## src/rtl/instr_fetch_unit_pkg.sv

```systemverilog
// Shared types and constants for the instruction-fetch stage: FSM state
// encoding, the NOP word and PC helpers.
package instr_fetch_unit_pkg;

  typedef enum logic [1:0] {
    IDLE  = 2'd0,
    REQ   = 2'd1,
    DRAIN = 2'd2,
    HOLD  = 2'd3
  } fetch_state_t;

  localparam logic [31:0] NOP        = 32'h0000_0000;
  localparam logic [31:0] ALIGN_MASK = 32'hFFFF_FFFC;

  function automatic logic [31:0] pc_inc(input logic [31:0] pc);
    return pc + 32'd4;
  endfunction

  function automatic logic [31:0] word_align(input logic [31:0] addr);
    return addr & ALIGN_MASK;
  endfunction

endpackage

```

## src/rtl/instr_fetch_unit_next_pc_calc.sv

```systemverilog
// Combinational redirect decision and target computation from the
// execute-stage branch/jump resolution. Jump takes priority over branch.
module next_pc_calc
  import instr_fetch_unit_pkg::*;
(
  input  logic        ex_valid,
  input  logic        ex_branch,
  input  logic        ex_bne,
  input  logic        ex_zero,
  input  logic        ex_jump,
  input  logic [31:0] ex_pc_plus4,
  input  logic [31:0] ex_imm,
  input  logic [25:0] ex_jidx,
  output logic        redirect,
  output logic [31:0] target
);

  logic        branch_taken;
  logic [31:0] branch_target;
  logic [31:0] jump_target;

  assign branch_taken  = ex_branch & (ex_zero ^ ex_bne);
  assign redirect      = ex_valid & (ex_jump | branch_taken);

  // Branch offset is in words; the add wraps silently mod 2^32.
  assign branch_target = ex_pc_plus4 + (ex_imm << 2);
  assign jump_target   = {ex_pc_plus4[31:28], ex_jidx, 2'b00};

  always_comb begin
    target = word_align(branch_target);
    if (ex_jump) begin
      target = jump_target;
    end
  end

endmodule

```

## src/rtl/instr_fetch_unit.sv

```systemverilog
// Instruction-fetch stage: PC, imem req/ack handshake, decode valid/ready port.
// Optional IF_PERF_CNT_EN adds perf_fetch_cnt / perf_stall_cnt counters.
module instr_fetch_unit
  import instr_fetch_unit_pkg::*;
#(
  parameter logic [31:0] RESET_PC       = 32'h0000_0000,
  parameter int          TIMEOUT_CYCLES = 16
)
(
  input  logic        clk,
  input  logic        rst,
  output logic        imem_req,
  output logic [31:0] imem_addr,
  input  logic        imem_ack,
  input  logic [31:0] imem_rdata,
  output logic        id_valid,
  input  logic        id_ready,
  output logic [31:0] id_instr,
  output logic [5:0]  id_opcode,
  output logic [31:0] id_pc_plus4,
  input  logic        ex_valid,
  input  logic        ex_branch,
  input  logic        ex_bne,
  input  logic        ex_zero,
  input  logic        ex_jump,
  input  logic [31:0] ex_pc_plus4,
  input  logic [31:0] ex_imm,
  input  logic [25:0] ex_jidx,
  output logic        fetch_err
`ifdef IF_PERF_CNT_EN
  ,
  output logic [31:0] perf_fetch_cnt,
  output logic [31:0] perf_stall_cnt
`endif
);

  localparam int CNT_W = $clog2(TIMEOUT_CYCLES + 1);

  fetch_state_t     state;
  fetch_state_t     state_next;
  logic [31:0]      pc;
  logic [31:0]      pc_next;
  logic [31:0]      pend;
  logic [31:0]      pend_next;
  logic             capture;
  logic             redirect;
  logic [31:0]      target;
  logic             transfer;
  logic [CNT_W-1:0] wait_cnt;

  next_pc_calc u_next_pc_calc (
    .ex_valid    (ex_valid),
    .ex_branch   (ex_branch),
    .ex_bne      (ex_bne),
    .ex_zero     (ex_zero),
    .ex_jump     (ex_jump),
    .ex_pc_plus4 (ex_pc_plus4),
    .ex_imm      (ex_imm),
    .ex_jidx     (ex_jidx),
    .redirect    (redirect),
    .target      (target)
  );

  assign imem_req  = (state == REQ) || (state == DRAIN);
  assign imem_addr = pc;
  assign id_valid  = (state == HOLD) & ~redirect;
  assign transfer  = id_valid & id_ready;
  assign id_opcode = id_instr[31:26];

  // DRAIN keeps pc (the address in flight) untouched and parks the redirect in pend.
  always_comb begin
    state_next = state;
    pc_next    = pc;
    pend_next  = pend;
    capture    = 1'b0;
    case (state)
      IDLE: begin
        state_next = REQ;
      end
      REQ: begin
        if (imem_ack) begin
          if (redirect) begin
            pc_next = target;
          end else begin
            capture    = 1'b1;
            state_next = HOLD;
          end
        end else if (redirect) begin
          pend_next  = target;
          state_next = DRAIN;
        end
      end
      DRAIN: begin
        if (imem_ack) begin
          pc_next    = redirect ? target : pend;
          state_next = REQ;
        end else if (redirect) begin
          pend_next = target;
        end
      end
      HOLD: begin
        if (redirect) begin
          pc_next    = target;
          state_next = REQ;
        end else if (id_ready) begin
          pc_next    = pc_inc(pc);
          state_next = REQ;
        end
      end
      default: begin
        state_next = IDLE;
      end
    endcase
  end

  always_ff @(posedge clk or posedge rst) begin
    if (rst) begin
      state <= IDLE;
      pc    <= word_align(RESET_PC);
      pend  <= word_align(RESET_PC);
    end else begin
      state <= state_next;
      pc    <= word_align(pc_next);
      pend  <= word_align(pend_next);
    end
  end

  always_ff @(posedge clk or posedge rst) begin
    if (rst) begin
      id_instr    <= NOP;
      id_pc_plus4 <= 32'h0;
    end else if (capture) begin
      id_instr    <= imem_rdata;
      id_pc_plus4 <= pc_inc(pc);
    end
  end

  // Counter saturates so a long stall cannot wrap it; fetch_err is sticky until rst.
  always_ff @(posedge clk or posedge rst) begin
    if (rst) begin
      wait_cnt  <= '0;
      fetch_err <= 1'b0;
    end else begin
      if (!imem_req || imem_ack) begin
        wait_cnt <= '0;
      end else if (wait_cnt != CNT_W'(TIMEOUT_CYCLES)) begin
        wait_cnt <= wait_cnt + 1'b1;
      end
      if (imem_req && !imem_ack && (wait_cnt == CNT_W'(TIMEOUT_CYCLES - 1))) begin
        fetch_err <= 1'b1;
      end
    end
  end

`ifdef IF_PERF_CNT_EN
  always_ff @(posedge clk or posedge rst) begin
    if (rst) begin
      perf_fetch_cnt <= 32'h0;
      perf_stall_cnt <= 32'h0;
    end else begin
      if (transfer) begin
        perf_fetch_cnt <= perf_fetch_cnt + 32'd1;
      end
      if (imem_req && !imem_ack) begin
        perf_stall_cnt <= perf_stall_cnt + 32'd1;
      end
    end
  end
`else
  logic unused_transfer;
  assign unused_transfer = transfer;
`endif

endmodule

```

## config.mk

```make
export PLATFORM = sky130hd
export DESIGN_NAME = instr_fetch_unit
export DESIGN_NICKNAME = d
export VERILOG_FILES = /design/src/rtl/instr_fetch_unit_pkg.sv /design/src/rtl/instr_fetch_unit_next_pc_calc.sv /design/src/rtl/instr_fetch_unit.sv
export SDC_FILE = /design/constraint.sdc
export NUM_CORES = 1
export LEC_CHECK = 0
export ABC_AREA = 0
export BUFFER_PORTS_ARGS = -buffer_cell sky130_fd_sc_hd__buf_2
export CORE_AREA = 4 4 148 150
export CTS_CLUSTER_DIAMETER = 40
export DETAILED_ROUTE_END_ITERATION = 6
export DIE_AREA = 0 0 152 154
export SYNTH_ARGS = -nofsm -noshare
export SYNTH_HDL_FRONTEND = slang
export SYNTH_SLANG_ARGS = --single-unit
```

## constraint.sdc

```tcl
create_clock -name clk -period 7.1 [get_ports clk]
set_input_delay 0.71 -clock clk [delete_from_list [all_inputs] [get_ports clk]]
set_output_delay 0.71 -clock clk [all_outputs]
set_load 0.02 [all_outputs]
```

==> flow_summary.toml, run 1 <==
[critical_path]
crit_fanout = 72
crit_path_frequent_cell = "o21ai_1"
reg2reg_from = "state[0]"
startpoint_type = "input pin"
r2r-end = "imem_addr[29]"
worstSetupPathType = "input pin to register"
critPathLaunch = "ex_jump"
end_kind = "register"
cp_cell_sequence = "buf_2 > buf_4 > a21oi_1 > o21ai_1 > o22ai_1 > a211o_1 > nor3_1 > o211ai_1 > o21ai_1 > nor3b_1"
reg2reg_depth = 10
crit_end = "imem_addr[29]"
r2r_setup_slack_ns = 3.93
required_ns = 7.39
cpPeakStageDelay_ns = 0.68
critPathSlowestCell = "a211o_1"
crit_arrival_ns = 3.86

[sta]
slew_violations = 0
fin_crit_sh = 0.5031
setup_tns_ns = 0
grt_setup_unrepaired = "false"
fmax_mhz = 280.0
hold_violations = 0
setup_violations = 0
slew_headroom = 0.3767
max_slew.worst_pin.slew_ns = 0.9349
fin_crit_ns = 3.572
finClkSkew_ns = 0.01188
setup_ws_ns = 3.528

[cts]
cts.path.max_buffers = 2
clkLatencyLatePin_ns = 0.41
path_clk_slew_ns = 0.06
cts_setup_buffers = 0
cts_buffers = 17
h-tree-depth = 4
cts-root-buf = "clkbuf_16"
cts_resized = 0
cts_tree = "yes"
cts.sinks = 130
cts_hold_buf = 0

[grt]
overflow = 0
grt_pass1_wl_um = 36210
grt_usage = 0.1887
grt_pass1_vias = 6612
grt_max_degree = 78
antenna_found_initial = 2

[drt]
vias_per_cell = 5.223
routed.top_layer = "met5"
drc = 0
wl_met1_um = 11510
routed_wl_um = 23030
drtIter0Drc = 315
ant_nets = 0
met2_wirelength_um = 9887
met3WireLength_um = 1406
wire_per_inst_um = 16.61
drtPass1Iterations = 5
vias = 7239

[min_path]
hold_path_class = "input pin to async pin"

[place]
dp_cells = 1353
port_buffers = 227
pre_cts_ws_ns = 3.097
dp_hpwl_um = 17250
dpl-instance-area_um2 = 9498
globalplace.congestion = 0.8446

[cells_and_area]
fin_area_um2 = 10150
drive_gt1_frac = 0.2991
synthToLayoutAreaGrowth_pct = 24.55
final_net_count = 1266
layout_common_cells = "227 x buf_2, 130 x dfrtp_1, 103 x nand2_1, 72 x o21ai_0, 55 x nor2_1"
finalNonFillerCells = 1386
final_common_cell = "buf_2"

[status]
status = "finished, final reports clean"

[power]
vdd_ir_drop_max_mv = 0.2149
power_density_nw_per_um2 = 427.9
power.leakage_nw = 4.739
power_w = 0.004345

[floorplanning]
dieArea_um2 = 23410
die_y_um = 154
fp.dieW_um = 152
core_um2 = 20690
start_util = 0.3940
rows = 53
num_io_pins = 236

[synthesis]
ys_ff_latch = 130
yosysWarnings = 0
syn_area_per_cell_um2 = 9.130
synth_edf_count = 0
yosys-top-cells-area = "dfrtp_1 40%, mux2_2 6.9%, ha_1 5.7%"
synthFlopType = "dfrtp_1"
yosys.area.top_type = "dfrtp_1"
synth_top_area_frac = 0.3990
ys_seq_area_frac = 0.3990
ys_types = 66
synthArstFlopShare = 1.000
syn_inst = 893
synth_area_um2 = 8153

[run]
maxCapViolCount = 0
## flip-flops by register name (all words and copies together), names as in the netlist
| signal | count |
|---|---|
| id_instr | 32 |
| fetch_err | 1 |
| id_pc_plus4 | 30 |
| state | 2 |
| wait_cnt | 5 |
| imem_addr | 30 |
| pend | 30 |
## cell type report
cell class,count,area (um^2)
Clock buffer,17,425.4
Clock inverter,15,229.0
Fill cell,2048,10540
Inverter,32,122.6
Multi-Input combinational cell,679,4567
Tap cell,275,344.1
Timing Repair Buffer,237,1211
Antenna cell,1,2.502
Sequential cell,130,3253
## Yosys cell counts, types with 14 or more instances
cell / number
ha_1: 37
o21ai_0: 72
o21a_1: 18
nor2_1: 55
mux2_2: 50
xor2_1: 17
inv_1: 31
clkbuf_1: 38
a21oi_1: 52
nand2_1: 103
o21ai_1: 14
nor3_1: 20
a22oi_1: 15
nand3_1: 19
and3_1: 14
dfrtp_1: 130
xnor2_1: 34
## cells by family after synthesis
| logic type | Yosys count | synth area share |
|---|---|---|
| muxes | 61 | 0.08257 |
| buffers and inverters | 87 | 0.04466 |
| xor gates and xnor gates | 51 | 0.05479 |
| other | 1 | 0.0004600 |
| AOI/OAI and AO/OA | 256 | 0.2021 |
| DFF | 130 | 0.3990 |
| adders and majority gates | 38 | 0.05924 |
| and+or+nand+nor | 269 | 0.1572 |
## per-layer routing
metal,vias up,track usage
li1,3618,-
met1,3367,0.2873
met2,237,0.2771
met3,15,0.03574
met4,2,0.04452
met5,-,0
## power by group
part / leakage [nW] / internal, W / switching (W)
clock: 0.319 / 0.000628 / 0.000341
combinational: 2.85 / 0.000771 / 0.00124
sequential: 1.57 / 0.00110 / 0.000265
## critical path: cells and delay by family
family                 cells  cell delay, ns
AO/OA/AOI/OAI              6            2.01
buffers and inverters      2            0.63
AND/OR/NAND/NOR            2            0.50
## metrics by stage
stage            util  hold slack (ns)
5_1_grt        0.4908           0.4702
4_1_cts        0.4907           0.4399
6_report       0.4908           0.4167
3_3_place_gp   0.4591           0.4447
3_5_place_dp   0.4591           0.4483
2_1_floorplan       -           0.4447
## worst min path at each step
stage | cells after the start | to | startpoint
floorplan | 2 | pend[12] | pend[12]
global placement | 1 | fetch_err | fetch_err
detailed placement | 1 | fetch_err | fetch_err
CTS | 2 | id_instr[31] | rst
global route | 2 | id_instr[31] | rst
finish | 2 | id_instr[31] | rst
(Power assumes the default switching activity.)
==> run 2: changes to the inputs <==
Settings changed: ABC_AREA 0 to 1, CORE_AREA 4 4 148 150 to 4 4 160 162, DIE_AREA 0 0 152 154 to 0 0 164 166.
Clock period 7.1 ns to 3.2 ns, I/O delays scaled along.
==> flow_summary.toml, run 2 <==
[status]
status = "finished with violations"
violations = "DRC"

[synthesis]
ys_seq_area_frac = 0.3395
yosys-top-cells-area = "dfrtp_1 34%, nand2_1 24%, inv_1 7.7%"
yosys.area.top_type = "dfrtp_1"
ys_ff_latch = 130
synth_area_um2 = 9582
yosysWarnings = 0
synth_edf_count = 0
synth_common_cells = "621 x nand2_1, 197 x inv_1, 130 x dfrtp_1, 125 x nand3_1, 94 x nor2_1"
synth.most_common_cell = "nand2_1"
synthFlopType = "dfrtp_1"
synthArstFlopShare = 1.000
syn_inst = 1523
synth_top_area_frac = 0.3395
syn_area_per_cell_um2 = 6.291
ys_types = 40

[sta]
max_slew.worst_pin.slew_ns = 1.068
grt_setup_unrepaired = "false"
setup_ws_ns = 0.6631
fin_crit_sh = 0.7928
slew_headroom = 0.2882
slew_violations = 0
fmax_mhz = 394.2
fin_crit_ns = 2.537
setup_violations = 0
finClkSkew_ns = 0.01529
hold_violations = 0
setup_tns_ns = 0

[cts]
cts_buffers = 17
clkLatencyLatePin_ns = 0.42
cts_hold_buf = 0
cts.path.max_buffers = 2
cts-root-buf = "clkbuf_16"
cts_resized = 0
cts.sinks = 130
h-tree-depth = 4
cts_setup_buffers = 0
path_clk_slew_ns = 0.06
cts_tree = "yes"

[cells_and_area]
layout_common_cells = "621 x nand2_1, 227 x buf_2, 195 x inv_1, 130 x dfrtp_1, 125 x nand3_1"
antennaDiodeCount = 0
synthToLayoutAreaGrowth_pct = 22.03
drive_gt1_frac = 0.1790
largest_reg_flops = 32
final_common_cell = "nand2_1"
final_net_count = 1899
max_flop_register = "id_instr"
fin_util = 0.4851

[power]
vdd_ir_drop_max_mv = 0.4088
power_w = 0.01056
power.leakage_nw = 6.578
power_density_nw_per_um2 = 903.2

[floorplanning]
dieArea_um2 = 27220
die_y_um = 166
rows = 57
core_um2 = 24110
fp.dieW_um = 164
start_util = 0.3975
num_io_pins = 236

[critical_path]
crit_fanout = 5
crit_path_frequent_cell = "nand2_1"
required_ns = 3.56
startpoint_type = "register"
reg2reg_depth = 14
crit_arrival_ns = 2.89
critPathSlowestCell = "dfrtp_1"
end_kind = "register"
cp_cell_sequence = "ha_1 > nand3_2 > nor2_2 > nand2_1 > nor2_1 > inv_1 > nor3_1 > or2_2 > nand3_1 > nand2_1 > nand2_1 > nand3_1 > nand2_1 > inv_1"
worstSetupPathType = "register to register"
cpPeakStageDelay_ns = 0.44

[drt]
drtPass1Iterations = 7
vias = 9995
ant_nets = 0
wire_per_inst_um = 15.00
drc = 1
vias_per_cell = 4.836
drtIter0Drc = 578
routed_wl_um = 31000

[place]
globalplace.congestion = 0.9057
port_buffers = 227
dp_hpwl_um = 24390
pre_cts_ws_ns = 0.5081

[grt]
antenna_found_initial = 0
grt_usage = 0.2215
grt_pass1_wl_um = 48560
grt_pass1_vias = 9253
grt_max_degree = 67
overflow = 0

[run]
maxCapViolCount = 0

[min_path]
hold_path_class = "input pin to async pin"
run 2: cell types whose count changed in the layout (fill, tap and decap cells not counted), sizes merged, moves of 9 or more:
| cell | delta |
|---|---|
| a21o | -12 |
| a22oi | -12 |
| and3 | -14 |
| inv | +172 |
| mux2 | -50 |
| mux2i | -11 |
| nand2 | +518 |
| nand3 | +107 |
| nor2 | +41 |
| nor2b | -9 |
| o21a | -18 |
| or2 | +22 |
| xnor2 | -30 |
| xor2 | -10 |
run 2: cell type report:
cell class	instances	area, um^2
Clock inverter	15	245.2
Sequential cell	130	3253
Inverter	202	762.0
Clock buffer	17	425.4
Tap cell	324	405.4
Timing Repair Buffer	242	1299
Multi-Input combinational cell	1137	5303
Fill cell	2587	12410
run 2: critical path, delay by kind of cell, from the launching register on:
kind | cells | cell delay (ns)
buf+inv | 2 | 0.14
simple gates | 11 | 1.57
flops | 1 | 0.44
fa+ha+maj | 1 | 0.31
run 2: path summary, 6_finish.rpt:
path                                 from             to  slack [ns]
min in group clk           imem_rdata[11]   id_instr[11]        0.10
max in group asynchronous             rst  imem_addr[24]        2.40
min                                   rst    id_instr[3]        0.05
max                          imem_addr[2]  imem_addr[26]        0.66
max reg2reg                  imem_addr[2]  imem_addr[26]        0.66
min reg2reg                  id_instr[18]   id_instr[18]        0.47
run 2: per-stage QoR:
stage / std cells / instance area, um^2 / hold WS [ns]
after detailed placement: 2035 / 11020 / 0.4540
after floorplan: 1526 / 9597 / 0.4367
after global routing: 2067 / 11690 / 0.09333
final: 2067 / 11690 / 0.04632
after global placement: 2035 / 11020 / 0.4478
after CTS: 2067 / 11690 / 0.07416
run 2: logic make-up after synthesis:
family / synth area share
adders and majority gates: 0.05040
and+or+nand+nor: 0.3968
AOI/OAI and AO/OA: 0.09376
DFF: 0.3395
other: 0.0003914
xor gates and xnor gates: 0.01005
buffers and inverters: 0.1090
run 2: where the power goes:
part | internal (W) | total (W) | switching, W
Sequential | 0.00243 | 0.00302 | 0.000593
Clock | 0.00141 | 0.00222 | 0.000803
Combinational | 0.00175 | 0.00532 | 0.00357
run 2: layer usage:
metal | global-route usage | wire (um) | vias up
met3 | 0.02532 | 1780 | 39
met5 | 0 | 0 | -
met2 | 0.3552 | 13880 | 318
met4 | 0.06273 | 588 | 0
li1 | - | - | 5209
met1 | 0.3158 | 14750 | 4429
==> run 3: changes to the inputs <==
Settings changed: ABC_AREA 1 to 0, CORE_AREA 4 4 160 162 to 4 4 148 150, DIE_AREA 0 0 164 166 to 0 0 152 154.
Clock period 3.2 ns to 2.35 ns, I/O delays scaled along.
==> flow_summary.toml, run 3 (synthesized netlist as in run 1, its figures left out) <==
[cells_and_area]
final_net_count = 1389
synthToLayoutAreaGrowth_pct = 39.52
fillerInstances = 1967
max_flop_register = "id_instr"
largest_reg_flops = 32
fin_area_um2 = 11370
fin_util = 0.5498
layout_common_cells = "227 x buf_2, 124 x buf_4, 123 x dfrtp_1, 102 x nand2_1, 69 x o21ai_0"
drive_gt1_frac = 0.4063
final_common_cell = "buf_2"

[status]
status = "finished, final reports clean"

[drt]
vias = 7696
drtPass1Iterations = 5
drc = 0
ant_nets = 0
drtIter0Drc = 409
vias_per_cell = 5.100
routed_wl_um = 24030
wire_per_inst_um = 15.92

[floorplanning]
rows = 53
dieArea_um2 = 23410
die_y_um = 154
core_um2 = 20690
fp.dieW_um = 152
start_util = 0.3940
num_io_pins = 236

[cts]
h-tree-depth = 4
cts-root-buf = "clkbuf_16"
path_clk_slew_ns = 0.06
cts_tree = "yes"
cts_buffers = 17
clkLatencyLatePin_ns = 0.41
cts.path.max_buffers = 2
cts.sinks = 130

[place]
port_buffers = 227
dpl-instance-area_um2 = 10570
dp_hpwl_um = 18840
globalplace.congestion = 0.8384

[sta]
slew_headroom = 0.5358
hold_violations = 0
finClkSkew_ns = 0.009576
slew_violations = 0
grt_setup_unrepaired = "true"
fin_hold_ws_ns = 0.05378
fin_crit_ns = 2.347
max_slew.worst_pin.slew_ns = 0.6963
setup_violations = 0
fmax_mhz = 426.0
fin_crit_sh = 0.9989
setup_tns_ns = 0

[critical_path]
end_kind = "register"
crit_fanout = 3
r2r_setup_slack_ns = 0.003
required_ns = 2.69
startpoint_type = "register"
worstSetupPathType = "register to register"
crit_arrival_ns = 2.68

[min_path]
hold_path_class = "input pin to register"

[power]
power_w = 0.01395
power.leakage_nw = 5.380
power_density_nw_per_um2 = 1227
vdd_ir_drop_max_mv = 0.5776

[grt]
antenna_found_initial = 4
overflow = 0
grt_usage = 0.1978
grt_pass1_wl_um = 38320
grt_pass1_vias = 7251
grt_max_degree = 78

[run]
maxCapViolCount = 0
[run 3: through the flow]
step / worst slack [ns] / instances
after floorplan: -0.1143 / 896
after global placement: -0.3033 / 1472
after detailed placement: -0.3193 / 1472
after CTS: -0.03476 / 1507
after global routing: -0.09264 / 1509
final: 0.002680 / 1509
[run 3: what timing repair did]
action / CTS / global route
gates resized for setup: 11 / 23
hold buffers: 1 / 0
endpoints found under the hold margin: 22 / 0
setup buffers: 2 / 1
pin swaps: 11 / 11
endpoints found under the setup margin: 5 / 20
[run 3: worst paths after layout]
| path | startpoint | end | cells past startpoint |
|---|---|---|---|
| hold reg to reg | fetch_err | fetch_err | 1 |
| setup reg to reg | imem_addr[10] | imem_addr[30] | 9 |
| min in group asynchronous | rst | id_pc_plus4[11] | 3 |
| setup / recovery | imem_addr[10] | imem_addr[30] | 9 |
| hold / removal | imem_rdata[24] | id_instr[24] | 2 |
| max in group asynchronous | rst | id_pc_plus4[12] | 4 |
[run 3: layout make-up]
class / instances / area [um^2] / share of cell area
inverter: 32 / 123.9 / 0.01089
clock buffer: 17 / 425.4 / 0.03740
sequential: 130 / 3262 / 0.2868
multi-input combinational: 679 / 4797 / 0.4217
timing repair buffer: 360 / 2237 / 0.1967
clock inverter: 15 / 182.7 / 0.01606
tap: 275 / 344.1 / 0.03025
antenna: 1 / 2.502 / 0.0002200
[run 3: layer usage]
layer	track usage	wire, um	vias to the layer above
met3	0.03828	1370	27
met1	0.2990	11930	3546
li1	-	-	3862
met4	0.04195	299	6
met5	0	34	-
met2	0.2949	10390	255
[run 3: critical path, stage by stage (launching register included)]
cell	delay [ns]
dfrtp_2	0.36
nand4_1	0.13
buf_4	0.17
or4_4	0.48
or3_4	0.41
buf_4	0.15
nor2_4	0.09
xnor2_2	0.10
o221a_1	0.25
a21oi_1	0.13
[run 3: power by group]
part / switching, W / leakage, nW / internal, W
registers: 0.000660 / 1.56 / 0.00334
logic: 0.00417 / 3.53 / 0.00306
clock network: 0.00104 / 0.286 / 0.00168
